<file path="src/rtl/ftdi_echo_engine_if.sv">
// RX/TX handshake bundle between the FTDI controller and the echo engine.
// The controller side is the master; the echo engine is the slave.
interface ftdi_echo_engine_if #(
    parameter int DATA_W = 8
);
    logic [DATA_W-1:0] in_rx_data;
    logic              in_rx_rdy;
    logic              out_rx_ena;
    logic              out_rx_cons_rdy;
    logic [DATA_W-1:0] out_tx_data;
    logic              out_tx_data_rdy;
    logic              in_tx_ftdi_rdy;

    modport master (
        output in_rx_data,
        output in_rx_rdy,
        input  out_rx_ena,
        input  out_rx_cons_rdy,
        input  out_tx_data,
        input  out_tx_data_rdy,
        output in_tx_ftdi_rdy
    );

    modport slave (
        input  in_rx_data,
        input  in_rx_rdy,
        output out_rx_ena,
        output out_rx_cons_rdy,
        output out_tx_data,
        output out_tx_data_rdy,
        input  in_tx_ftdi_rdy
    );
endinterface

</file>
<file path="src/rtl/ftdi_echo_engine.sv">
// Half-duplex packet echo: collects PKT_LEN bytes from the FTDI controller, then
// sends them back through a per-packet transform (pass, invert-on-match, invert, reverse).
module ftdi_echo_engine #(
    parameter int                DATA_W     = 8,
    parameter int                PKT_LEN    = 5,
    parameter logic [DATA_W-1:0] MATCH_BYTE = DATA_W'(8'hAA),
    parameter int                CNT_W      = 16
) (
    input  logic              in_clk,
    input  logic              in_reset_n,
    input  logic [1:0]        in_mode,
    ftdi_echo_engine_if.slave bus,
    output logic              out_busy,
    output logic [CNT_W-1:0]  out_pkt_count
);

    localparam int IDX_W = $clog2(PKT_LEN + 1);
    localparam logic [IDX_W-1:0] LAST_IDX = IDX_W'(PKT_LEN - 1);
    localparam logic [IDX_W-1:0] FULL_IDX = IDX_W'(PKT_LEN);

    localparam logic [2:0] ST_IDLE    = 3'd0;
    localparam logic [2:0] ST_RX_ACK  = 3'd1;
    localparam logic [2:0] ST_TX_LOAD = 3'd2;
    localparam logic [2:0] ST_TX_REQ  = 3'd3;
    localparam logic [2:0] ST_TX_ACK  = 3'd4;

    localparam logic [1:0] MODE_PASS  = 2'd0;
    localparam logic [1:0] MODE_MATCH = 2'd1;
    localparam logic [1:0] MODE_INV   = 2'd2;
    localparam logic [1:0] MODE_REV   = 2'd3;

    logic [2:0]        state_q, state_d;
    logic [IDX_W-1:0]  wr_idx_q, wr_idx_d;
    logic [IDX_W-1:0]  rd_idx_q, rd_idx_d;
    logic [1:0]        mode_q, mode_d;
    logic [DATA_W-1:0] tx_data_q, tx_data_d;
    logic [CNT_W-1:0]  pkt_count_q, pkt_count_d;
    logic              buf_we;
    logic              last_byte;

    logic [DATA_W-1:0] pkt_buf [PKT_LEN];

    function automatic logic [DATA_W-1:0] transform(input logic [DATA_W-1:0] b,
                                                    input logic [1:0]        m);
        logic [DATA_W-1:0] r;
        r = b;
        case (m)
            MODE_MATCH: if (b == MATCH_BYTE) r = ~b;
            MODE_INV:   r = ~b;
            default:    r = b;
        endcase
        return r;
    endfunction

    // In reverse mode the packet ends at index 0, otherwise at the top index.
    assign last_byte = (mode_q == MODE_REV) ? (rd_idx_q == '0) : (rd_idx_q == LAST_IDX);

    always_comb begin
        state_d     = state_q;
        wr_idx_d    = wr_idx_q;
        rd_idx_d    = rd_idx_q;
        mode_d      = mode_q;
        tx_data_d   = tx_data_q;
        pkt_count_d = pkt_count_q;
        buf_we      = 1'b0;
        case (state_q)
            ST_IDLE: begin
                if (bus.in_rx_rdy) begin
                    buf_we   = 1'b1;
                    if (wr_idx_q == '0) mode_d = in_mode;
                    wr_idx_d = wr_idx_q + 1'b1;
                    state_d  = ST_RX_ACK;
                end
            end
            ST_RX_ACK: begin
                if (!bus.in_rx_rdy) begin
                    if (wr_idx_q == FULL_IDX) begin
                        rd_idx_d = (mode_q == MODE_REV) ? LAST_IDX : '0;
                        state_d  = ST_TX_LOAD;
                    end else begin
                        state_d  = ST_IDLE;
                    end
                end
            end
            ST_TX_LOAD: begin
                tx_data_d = transform(pkt_buf[rd_idx_q], mode_q);
                state_d   = ST_TX_REQ;
            end
            ST_TX_REQ: begin
                if (bus.in_tx_ftdi_rdy) state_d = ST_TX_ACK;
            end
            ST_TX_ACK: begin
                if (!bus.in_tx_ftdi_rdy) begin
                    if (last_byte) begin
                        pkt_count_d = pkt_count_q + 1'b1;
                        wr_idx_d    = '0;
                        state_d     = ST_IDLE;
                    end else begin
                        rd_idx_d = (mode_q == MODE_REV) ? rd_idx_q - 1'b1 : rd_idx_q + 1'b1;
                        state_d  = ST_TX_LOAD;
                    end
                end
            end
            default: state_d = ST_IDLE;
        endcase
    end

    always_ff @(posedge in_clk or negedge in_reset_n) begin
        if (!in_reset_n) begin
            state_q     <= ST_IDLE;
            wr_idx_q    <= '0;
            rd_idx_q    <= '0;
            mode_q      <= MODE_PASS;
            tx_data_q   <= '0;
            pkt_count_q <= '0;
        end else begin
            state_q     <= state_d;
            wr_idx_q    <= wr_idx_d;
            rd_idx_q    <= rd_idx_d;
            mode_q      <= mode_d;
            tx_data_q   <= tx_data_d;
            pkt_count_q <= pkt_count_d;
        end
    end

    // Packet storage carries no reset; a restarted packet simply overwrites it.
    always_ff @(posedge in_clk) begin
        if (buf_we) pkt_buf[wr_idx_q] <= bus.in_rx_data;
    end

    assign bus.out_rx_ena      = (state_q == ST_IDLE);
    assign bus.out_rx_cons_rdy = (state_q == ST_RX_ACK);
    assign bus.out_tx_data_rdy = (state_q == ST_TX_REQ);
    assign bus.out_tx_data     = tx_data_q;
    assign out_busy            = (state_q != ST_IDLE);
    assign out_pkt_count       = pkt_count_q;

endmodule

</file>
<file path="src/flat_wrapper.sv">
// flat-port wrapper written by rule: the top's interface ports become plain ports
module ftdi_echo_engine_flat 
#(
    parameter int                DATA_W     = 8,
    parameter int                PKT_LEN    = 5,
    parameter logic [DATA_W-1:0] MATCH_BYTE = DATA_W'(8'hAA),
    parameter int                CNT_W      = 16
)
  (in_clk, in_reset_n, in_mode, out_busy, out_pkt_count, bus_in_rx_data, bus_in_rx_rdy, bus_out_rx_ena, bus_out_rx_cons_rdy, bus_out_tx_data, bus_out_tx_data_rdy, bus_in_tx_ftdi_rdy);
  ftdi_echo_engine_if #(.DATA_W(DATA_W)) bus_i ();
  input  logic in_clk;
  input  logic in_reset_n;
  input  logic [1:0] in_mode;
  output logic out_busy;
  output logic [CNT_W-1:0] out_pkt_count;
  input wire logic [$bits(bus_i.in_rx_data)-1:0] bus_in_rx_data;
  input wire logic [$bits(bus_i.in_rx_rdy)-1:0] bus_in_rx_rdy;
  output wire logic [$bits(bus_i.out_rx_ena)-1:0] bus_out_rx_ena;
  output wire logic [$bits(bus_i.out_rx_cons_rdy)-1:0] bus_out_rx_cons_rdy;
  output wire logic [$bits(bus_i.out_tx_data)-1:0] bus_out_tx_data;
  output wire logic [$bits(bus_i.out_tx_data_rdy)-1:0] bus_out_tx_data_rdy;
  input wire logic [$bits(bus_i.in_tx_ftdi_rdy)-1:0] bus_in_tx_ftdi_rdy;
  assign bus_i.in_rx_data = bus_in_rx_data;
  assign bus_i.in_rx_rdy = bus_in_rx_rdy;
  assign bus_out_rx_ena = bus_i.out_rx_ena;
  assign bus_out_rx_cons_rdy = bus_i.out_rx_cons_rdy;
  assign bus_out_tx_data = bus_i.out_tx_data;
  assign bus_out_tx_data_rdy = bus_i.out_tx_data_rdy;
  assign bus_i.in_tx_ftdi_rdy = bus_in_tx_ftdi_rdy;
  ftdi_echo_engine #(.DATA_W(DATA_W), .PKT_LEN(PKT_LEN), .MATCH_BYTE(MATCH_BYTE), .CNT_W(CNT_W)) u_core (.in_clk(in_clk), .in_reset_n(in_reset_n), .in_mode(in_mode), .bus(bus_i), .out_busy(out_busy), .out_pkt_count(out_pkt_count));
endmodule
</file>
<file path="config.mk">
export PLATFORM = sky130hd
export DESIGN_NAME = ftdi_echo_engine_flat
export DESIGN_NICKNAME = d
export VERILOG_FILES = /design/src/rtl/ftdi_echo_engine_if.sv /design/src/rtl/ftdi_echo_engine.sv /design/src/flat_wrapper.sv
export SDC_FILE = /design/constraint.sdc
export NUM_CORES = 1
export LEC_CHECK = 0
export BUFFER_PORTS_ARGS = -buffer_cell sky130_fd_sc_hd__clkbuf_2
export CORE_MARGIN = 2
export CORE_UTILIZATION = 36
export DETAILED_ROUTE_END_ITERATION = 16
export PLACE_DENSITY = 0.57
export SETUP_SLACK_MARGIN = 0.3
export SYNTH_ARGS = -nofsm -noshare
export SYNTH_HDL_FRONTEND = slang
export SYNTH_SLANG_ARGS = --single-unit
</file>
<file path="constraint.sdc">
create_clock -name in_clk -period 1.95 [get_ports in_clk]
set_input_delay 0.0975 -clock in_clk [delete_from_list [all_inputs] [get_ports in_clk]]
set_output_delay 0.0975 -clock in_clk [all_outputs]
set_load 0.005 [all_outputs]
</file>
* Word-level counts from Yosys, hierarchy flattened
Memory sizes are Yosys's and may differ from the RTL's. Index checks and enable logic that the tools add are counted.
Word-level totals: output and inout port bits 28, input bits 14, memories kept 1, word-level logic and storage cells 66, register bits after elaboration 35, bits in writable memories 40
Operators by class: equality and inequality tests 17, muxes and demuxes 25, reductions and logical operators 11, bitwise logic cells 2, $add $sub $neg 4
Memories:
- u_core.pkt_buf | depth 5, width 8, read ports 1, clocked after memory_dff 0, write ports 1, RTL line ftdi_echo_engine.sv:41 | logic [DATA_W-1:0] pkt_buf [PKT_LEN];
Operator list (number):
- 3-bit 2-to-1 mux | 13
- 16-bit by 1-bit adder with 16-bit output (second input constant) | 1
- 8-bit case mux with 2 select lines | 1
- 3-bit case mux with 5 select lines | 1
- 3-bit case mux with 2 select lines | 2
- 3-bit == test (second input constant) | 3
- 3-bit logical NOT | 3
- 8-bit == test (second input constant) | 1
- 8-bit 2-to-1 mux | 1
- 2-bit inequality test (second input constant) | 4
- 8-bit inverter | 1
- 4-bit AND reduction | 2
- 3-bit by 1-bit adder with 3-bit output (second input constant) | 2
- 3-bit by 2-bit == test with 1-bit output (second input constant) | 2
- 2-bit by 1-bit inequality test with 1-bit output (second input constant) | 3
- 3-bit AND reduction | 2
- 1-bit 2-to-1 mux | 5
- 5-bit AND reduction | 1
- 2-bit == test (second input constant) | 2
- 2-bit 2-to-1 mux | 2
- 2-bit nonzero test | 2
- 3-bit by 1-bit == test with 1-bit output (second input constant) | 1
- 3-bit nonzero test | 1
- 3-bit by 1-bit subtractor with 3-bit output (second input constant) | 1
- 2 further kinds | 2

* Depth between registers and ports, before layout
Gate-level depths: netlist of run 1.
depth after elaboration 5, gate-level depth with buffers 7, depth with buffers taken out 7

* Worst setup path after synthesis of run 1
No wires, ideal clock.
path type flip-flop to flip-flop, from register u_core.state_q[0], to memory u_core.pkt_buf[0][0] (enable), library setup time 0.395 ns, cell stages (with the launch flop) 5, arrival time 1.893 ns, slack -0.338 ns, clock period less this slack 2.288 ns, data required time 1.555 ns, path through dfrtp_1 > clkbuf_1 > nor3_1 > nand2_1 > nor4_1
Between the ends: cells in the longest elaborated chain, start to end 4
RTL lines:
- start: declaration | RTL line ftdi_echo_engine.sv:32 | logic [2:0] state_q, state_d;
- start signal: assignment | RTL line ftdi_echo_engine.sv:117 | state_q <= state_d;
- 3-bit logical NOT
- via bus_out_rx_ena | RTL line flat_wrapper.sv:18 | output wire logic [$bits(bus_i.out_rx_ena)-1:0] bus_out_rx_ena;
- 1-bit 2-to-1 mux | RTL line ftdi_echo_engine.sv:66 | case (state_q)
- 1-bit 2-to-1 mux | RTL line ftdi_echo_engine.sv:128 | if (buf_we) pkt_buf[wr_idx_q] <= bus.in_rx_data;
- 1-bit 2-to-1 mux (implied by the code) | RTL line ftdi_echo_engine.sv:128
- end: declaration | RTL line ftdi_echo_engine.sv:41
The timed path passes the listed nets, and every way through them passes these cells.

* Final worst setup path of run 1
from register u_core.rd_idx_q[0], to register u_core.tx_data_q[4], in the netlist u_core.bus.out_tx_data[4]
Between the ends: cells in the longest elaborated chain, start to end 4, elaborated cells between the ends (all ways) 5
RTL lines:
- start: declaration | RTL line ftdi_echo_engine.sv:34 | logic [IDX_W-1:0] rd_idx_q, rd_idx_d;
- start signal: assignment | RTL line ftdi_echo_engine.sv:119 | rd_idx_q <= rd_idx_d;
- memory 5 x 8 bit *
- 8-bit == test / 8-bit inverter (equally long branches) | RTL line ftdi_echo_engine.sv:48, ftdi_echo_engine.sv:49
- 8-bit 2-to-1 mux | RTL line ftdi_echo_engine.sv:48 | MODE_MATCH: if (b == MATCH_BYTE) r = ~b;
- 8-bit case mux with 2 select lines * | RTL line ftdi_echo_engine.sv:47 | case (m)
- end signal: assignment | RTL line ftdi_echo_engine.sv:121 | tx_data_q <= tx_data_d;
- end: declaration | RTL line ftdi_echo_engine.sv:36 | logic [DATA_W-1:0] tx_data_q, tx_data_d;
Mark *: on every way between the ends. The rest lies on a longest branch, timed or not. A chain may end at the register's enable or synchronous reset.

==> results of run 1 <==
[final cells by class]
cell class	instances	area (um^2)	share of cell area [%]
timing repair buffer	99	797	16.1
clock inverter	7	52.6	1.06
inverter	11	41.3	0.833
clock buffer	9	124	2.50
tap	133	166	3.36
sequential	75	2080	42.0
multi-input combinational	176	1690	34.2
[routing by layer]
metal | share of wire [%] | vias up | GRT usage, %
met5 | 0 | - | 0
met4 | 1.2 | 0 | 6.38
met3 | 3.0 | 8 | 3.76
met2 | 48 | 51 | 24.9
met1 | 47 | 1241 | 19.9
li1 | - | 1221 | -
[Yosys cell counts, types with 4 or more instances]
master    number  area share [%]
edfxtp_1      40              34
dfrtp_1       35              25
nand2_1       21             2.2
mux2i_1       20             5.6
xnor2_1       14             3.5
nor2_1        11             1.2
inv_1         10             1.1
nand3_1        9             1.3
ha_1           7             2.5
mux2_2         7             2.2
o221ai_1       7             1.7
o21ai_0        6            0.85
buf_2          5            0.71
clkbuf_1       5            0.53
nor4_1         5            0.88
and3_1         4            0.71
nand4_1        4            0.71
nor2b_1        4            0.71
nor3_1         4            0.56
nor3b_1        4            0.85
[kinds of logic (layout without fill, tap and decap cells)]
group	after synthesis	after routing	synth area share (%)
fa+ha+maj	8	8	3.03
compound gates	38	38	8.25
buf+inv	22	126	2.72
simple gates	83	83	13.3
xor+xnor	17	17	4.20
mux	30	30	9.98
flops	75	75	58.5
[metrics by stage]
stage               area (um^2)  setup TNS (ns)  worst slack, ns  instances  power (uW)
detailed placement         4320           -1.02           -0.157        474        4410
global route               4950          -0.984           -0.128        510        6230
CTS                        4720          -0.258          -0.0488        504        5640
finish                     4950          -0.286          -0.0666        510        5890
floorplan                  3680         -0.0543          -0.0142        273        3560
global placement           4320          -0.413          -0.0628        474        4380
[worst paths after layout]
check | startpoint | endpoint | cells past startpoint
worst min register to register | u_core.out_pkt_count[15]$_DFFE_PN0P_ | u_core.out_pkt_count[15]$_DFFE_PN0P_ | 1
worst max-delay path | u_core.rd_idx_q[0]$_DFFE_PN0P_ | u_core.bus.out_tx_data[4]$_DFFE_PN0P_ | 5
worst min-delay path | bus_in_tx_ftdi_rdy | u_core.state_q[2]$_DFFE_PN0P_ | 2
min in group asynchronous | in_reset_n | u_core.bus.out_tx_data[5]$_DFFE_PN0P_ | 3
worst max register to register | u_core.rd_idx_q[0]$_DFFE_PN0P_ | u_core.bus.out_tx_data[4]$_DFFE_PN0P_ | 5
max in group asynchronous | in_reset_n | u_core.rd_idx_q[1]$_DFFE_PN0P_ | 3
[registers in the layout, indices dropped and copies added (netlist names)]
name,count
u_core.mode_q,2
u_core.state_q,3
u_core.bus.out_tx_data,8
u_core.out_pkt_count,16
u_core.pkt_buf,40
u_core.rd_idx_q,3
u_core.wr_idx_q,3
[power by group]
part | switching, uW | leakage, uW | internal [uW]
clock network | 623 | 0.0000857 | 467
registers | 278 | 0.000823 | 1930
logic | 1270 | 0.00118 | 1320
total | 2170 | 0.00209 | 3720
[timing repair]
item,in CTS,in global routing
resized for setup,23,43
hold endpoints to repair,73,1
hold buffers,11,1
setup buffers,3,5
setup endpoints to repair,67,64
pin swaps,15,7
[worst max-delay path, delay by kind of cell, from the launching register on]
| kind | cells | cell delay, ns |
|---|---|---|
| and+or+nand+nor | 2 | 0.82 |
| DFF | 1 | 0.47 |
| muxes | 2 | 0.45 |
| AOI/OAI and AO/OA | 1 | 0.20 |
==> impl_metrics.py, run 1 <==
metrics = {
    "run_status": {
        "status": "finished, violations left",
        "violations": "setup timing",
    },
    "placement": {
        "place_congestion": 0.825,
        "portBuffers": 41,
        "hpwl_mm": 5.50,
    },
    "timing": {
        "worst_pin_slew_ns": 0.600,
        "fmax_ghz": 0.496,
        "rsz0062_at_grt": "yes",
        "report.final.slew_viol_count": 0,
        "hold_violations": 0,
        "final.period_utilization_pct": 103,
        "clock_skew_ns": 0.0129,
        "hold-worst-slack_ns": 0.0250,
        "fin_crit_ns": 2.02,
        "setup_slack_ns": -0.0666,
        "setup_violations": 6,
        "slew_headroom_pct": 60.0,
    },
    "logic_synthesis": {
        "synth_edf_count": 40,
        "yosysWarnings": 0,
        "yosysSeqAreaShare_pct": 58.5,
        "syn-instance-count": 273,
        "synth_area_um2": 3550,
        "async_flop_share_pct": 46.7,
        "ys_seq_elements": 75,
        "ys_types": 54,
        "syn_nets": 295,
        "yosys_most_used_dff": "edfxtp_1",
        "synth.avg_cell_area_um2": 13.0,
    },
    "cts": {
        "cts_buffers": 9,
        "cts_buffer_depth": 2,
        "clockRootBuffer": "clkbuf_8",
        "clk_pin_slew_ns": 0.09,
        "clk_latency_ns": 0.35,
        "cts_tree": "built",
        "clkSinkCount": 75,
        "htree_levels": 3,
    },
    "detailed_routing": {
        "wl_per_cell_um": 15.7,
        "detail-route-antenna-nets": 0,
        "drc": 0,
        "dr.pass1.iters": 5,
        "wl_mm": 7.99,
        "vias_per_cell": 4.94,
        "num_vias": 2521,
        "drt_iter0_markers": 100,
    },
    "flow_run": {
        "maxCapViolations": 0,
    },
    "floorplan": {
        "pin_count": 42,
        "rows": 36,
        "die_w_um": 103,
        "dieArea_um2": 10700,
        "coreArea_um2": 9680,
        "die_h_um": 103,
        "start_util_pct": 36.6,
    },
    "power": {
        "peakVddDrop_uv": 427,
        "p_leak_uw": 0.00209,
        "power_density_nw_per_um2": 1190,
    },
    "grt": {
        "grt_pass1_wl_mm": 12.1,
        "grt.total_usage_pct": 15.4,
        "grt_start_max_net_pins": 36,
        "grt_pass1_vias": 2395,
        "grt.overflow.total": 0,
        "antenna_found_initial": 0,
    },
    "worst_setup_path": {
        "cp_max_fo": 6,
        "path_class": "register to register",
        "critPathMostFrequentCell": "or3_4",
        "cpMaxStageDelayCell": "dfrtp_2",
        "cp.arrival_ns": 2.29,
        "worstSetupStartpointType": "register",
        "rrSetupSlack_ns": -0.07,
        "cp-end-kind": "register",
        "cp_data_required_time_ns": 2.22,
        "slowest_delay_ns": 0.47,
        "crit_path_cell_trace": "mux4_1 > mux2i_1 > or3_4 > or3_4 > o221ai_1",
    },
    "finish": {
        "final_core_util_pct": 51.2,
        "final_layout_size_suffix_gt1_share_pct": 43.2,
        "layout_commonest_cell": "edfxtp_1",
        "diodes": 0,
        "final_nets": 394,
        "most-common-layout-cells": "edfxtp_1, clkbuf_2, dfrtp_1",
        "syn2layout_area_growth_pct": 39.6,
        "nFillCells": 816,
    },
    "min_path": {
        "hold_path_class": "input port to register",
    },
}
No activity file was read; power rests on OpenSTA's default activity.
==> inputs of run 2 (changes only) <==
--- a/config.mk
+++ b/config.mk
@@ -6,11 +6,11 @@
 export NUM_CORES = 1
 export LEC_CHECK = 0
 export BUFFER_PORTS_ARGS = -buffer_cell sky130_fd_sc_hd__clkbuf_2
+export CAP_MARGIN = 10
 export CORE_MARGIN = 2
 export CORE_UTILIZATION = 36
 export DETAILED_ROUTE_END_ITERATION = 16
 export PLACE_DENSITY = 0.57
-export SETUP_SLACK_MARGIN = 0.3
 export SYNTH_ARGS = -nofsm -noshare
 export SYNTH_HDL_FRONTEND = slang
 export SYNTH_SLANG_ARGS = --single-unit
==> run 2 against run 1 <==
  * The run still ends with setup timing left
  * Combinational power shrank 8%
  * Via count shrank 2.0%
  * Cell count shrank 0.39%
  * Clock power grew 26%
  * Maximum frequency grew 0.50%
  * Largest cell class unchanged
  * Non-clock buffer count shrank 2
  * Power grew 0.58%
  * Wire length shrank 1.8%
  * Critical path type unchanged
  * Sequential power shrank 2%
  * Register-to-register slack is essentially flat
==> impl_metrics.py, run 2 (same netlist as run 1, synthesis figures left out) <==
metrics = {
    "timing": {
        "clock_skew_ns": 0.0156,
        "fmax_ghz": 0.498,
        "slew_headroom_pct": 73.8,
        "worst_pin_slew_ns": 0.389,
        "hold_violations": 0,
        "final.period_utilization_pct": 103,
        "rsz0062_at_grt": "yes",
        "setup_slack_ns": -0.0565,
        "tns_ns": -0.152,
        "fin_crit_ns": 2.01,
        "setup_violations": 4,
        "hold-worst-slack_ns": 0.0137,
        "report.final.slew_viol_count": 0,
    },
    "power": {
        "power_density_nw_per_um2": 1260,
        "peakVddDrop_uv": 452,
        "p_leak_uw": 0.00194,
    },
    "detailed_routing": {
        "drt_iter0_markers": 92,
        "num_vias": 2470,
        "vias_per_cell": 4.86,
        "drc": 0,
        "dr.pass1.iters": 4,
        "detail-route-antenna-nets": 0,
        "wl_mm": 7.84,
        "wl_per_cell_um": 15.4,
    },
    "grt": {
        "antenna_found_initial": 0,
        "grt.total_usage_pct": 15.3,
        "grt_start_max_net_pins": 28,
        "grt.overflow.total": 0,
        "grt_pass1_vias": 2395,
        "grt_pass1_wl_mm": 12.2,
    },
    "worst_setup_path": {
        "cp-end-kind": "register",
        "cp.arrival_ns": 2.28,
        "path_class": "register to register",
        "cp_data_required_time_ns": 2.23,
        "worstSetupStartpointType": "register",
        "cp_max_fo": 7,
    },
    "floorplan": {
        "pin_count": 42,
        "start_util_pct": 36.6,
        "die_h_um": 103,
        "dieArea_um2": 10700,
        "coreArea_um2": 9680,
        "rows": 36,
        "die_w_um": 103,
    },
    "cts": {
        "cts_buffers": 9,
        "clkSinkCount": 75,
        "cts_buffer_depth": 2,
        "htree_levels": 3,
        "cts_tree": "built",
        "clk_pin_slew_ns": 0.09,
        "clk_latency_ns": 0.36,
        "clockRootBuffer": "clkbuf_8",
    },
    "finish": {
        "final_layout_size_suffix_gt1_share_pct": 37.9,
        "final_nets": 392,
        "syn2layout_area_growth_pct": 32.6,
        "most-common-layout-cells": "clkbuf_2, edfxtp_1, buf_4",
        "register_area_um2": 2080,
        "stdcell_area_um2": 4710,
        "multi_input_area_um2": 1510,
        "diodes": 0,
        "layout_commonest_cell": "clkbuf_2",
        "regMostFlops": "u_core.pkt_buf",
        "nFillCells": 854,
        "final_core_util_pct": 48.6,
        "largest_reg_flops": 40,
    },
    "placement": {
        "portBuffers": 41,
        "place_ws_ns": -0.186,
        "place_congestion": 0.781,
        "placed_area_um2": 4210,
        "hpwl_mm": 5.52,
    },
    "flow_run": {
        "maxCapViolations": 0,
    },
    "run_status": {
        "violations": "setup timing",
        "status": "finished, violations left",
    },
    "min_path": {
        "hold_path_class": "input port to register",
    },
}
## run 2: cell types whose count changed in the layout (fill, tap and decap cells not counted), sizes merged
cell | previous run | this run
dlygate4sd3 | 12 | 11
buf | 48 | 45
bufinv | 0 | 2
clkinvlp | 2 | 0
clkbuf | 48 | 50
## run 2: final timing paths
kind                                                       from                                     to  slack, ns  cells after the start
max reg2reg                      u_core.rd_idx_q[0]$_DFFE_PN0P_  u_core.bus.out_tx_data[2]$_DFFE_PN0P_      -0.06                      5
min                                           bus_in_rx_data[5]         u_core.pkt_buf[4][5]$_DFFE_PP_       0.01                      1
max in group asynchronous                            in_reset_n         u_core.rd_idx_q[0]$_DFFE_PN0P_       1.18                      3
min in group asynchronous                            in_reset_n  u_core.bus.out_tx_data[6]$_DFFE_PN0P_       0.12                      2
min reg2reg                u_core.out_pkt_count[15]$_DFFE_PN0P_   u_core.out_pkt_count[15]$_DFFE_PN0P_       0.48                      1
max                              u_core.rd_idx_q[0]$_DFFE_PN0P_  u_core.bus.out_tx_data[2]$_DFFE_PN0P_      -0.06                      5
## run 2: worst max-delay path: stages (launching register included)
cell	delay [ns]
dfrtp_2	0.47
mux4_2	0.55
a211oi_2	0.18
o32ai_2	0.12
or3_4	0.42
o221ai_2	0.18
## run 2: metal layers
metal / GRT usage, % / vias to the layer above / wire [um]
li1: - / 1216 / -
met1: 20.9 / 1201 / 3810
met5: 0 / - / 0
met2: 23.8 / 42 / 3680
met3: 4.03 / 11 / 249
met4: 5.16 / 0 / 108
## run 2: stage by stage
| step | std cells | total power [uW] |
|---|---|---|
| final | 508 | 5920 |
| after global routing | 508 | 6310 |
| after CTS | 502 | 5800 |
| after detailed placement | 474 | 4360 |
| after global placement | 474 | 4330 |
| after floorplan | 273 | 3500 |
## run 2: cell type report
cell class | instances | area share [%]
flip-flops and latches | 75 | 44.2
multi-input cells | 176 | 32.1
clock inverters | 7 | 2.15
repair buffers | 97 | 14.5
inverters | 11 | 0.877
well taps | 133 | 3.54
clock buffers | 9 | 2.63
## run 2: timing repair
item,4_1_cts,5_1_grt
hold buffers,11,0
buffers inserted,1,6
gates resized for setup,5,19
endpoints found under the hold margin,73,0
endpoints found under the setup margin,8,52
pin swaps,2,2
## run 2: power breakdown
group	switching, uW	total, uW	internal [uW]
logic	1180	2390	1210
clock network	638	1370	732
registers	236	2170	1930
total	2050	5920	3870
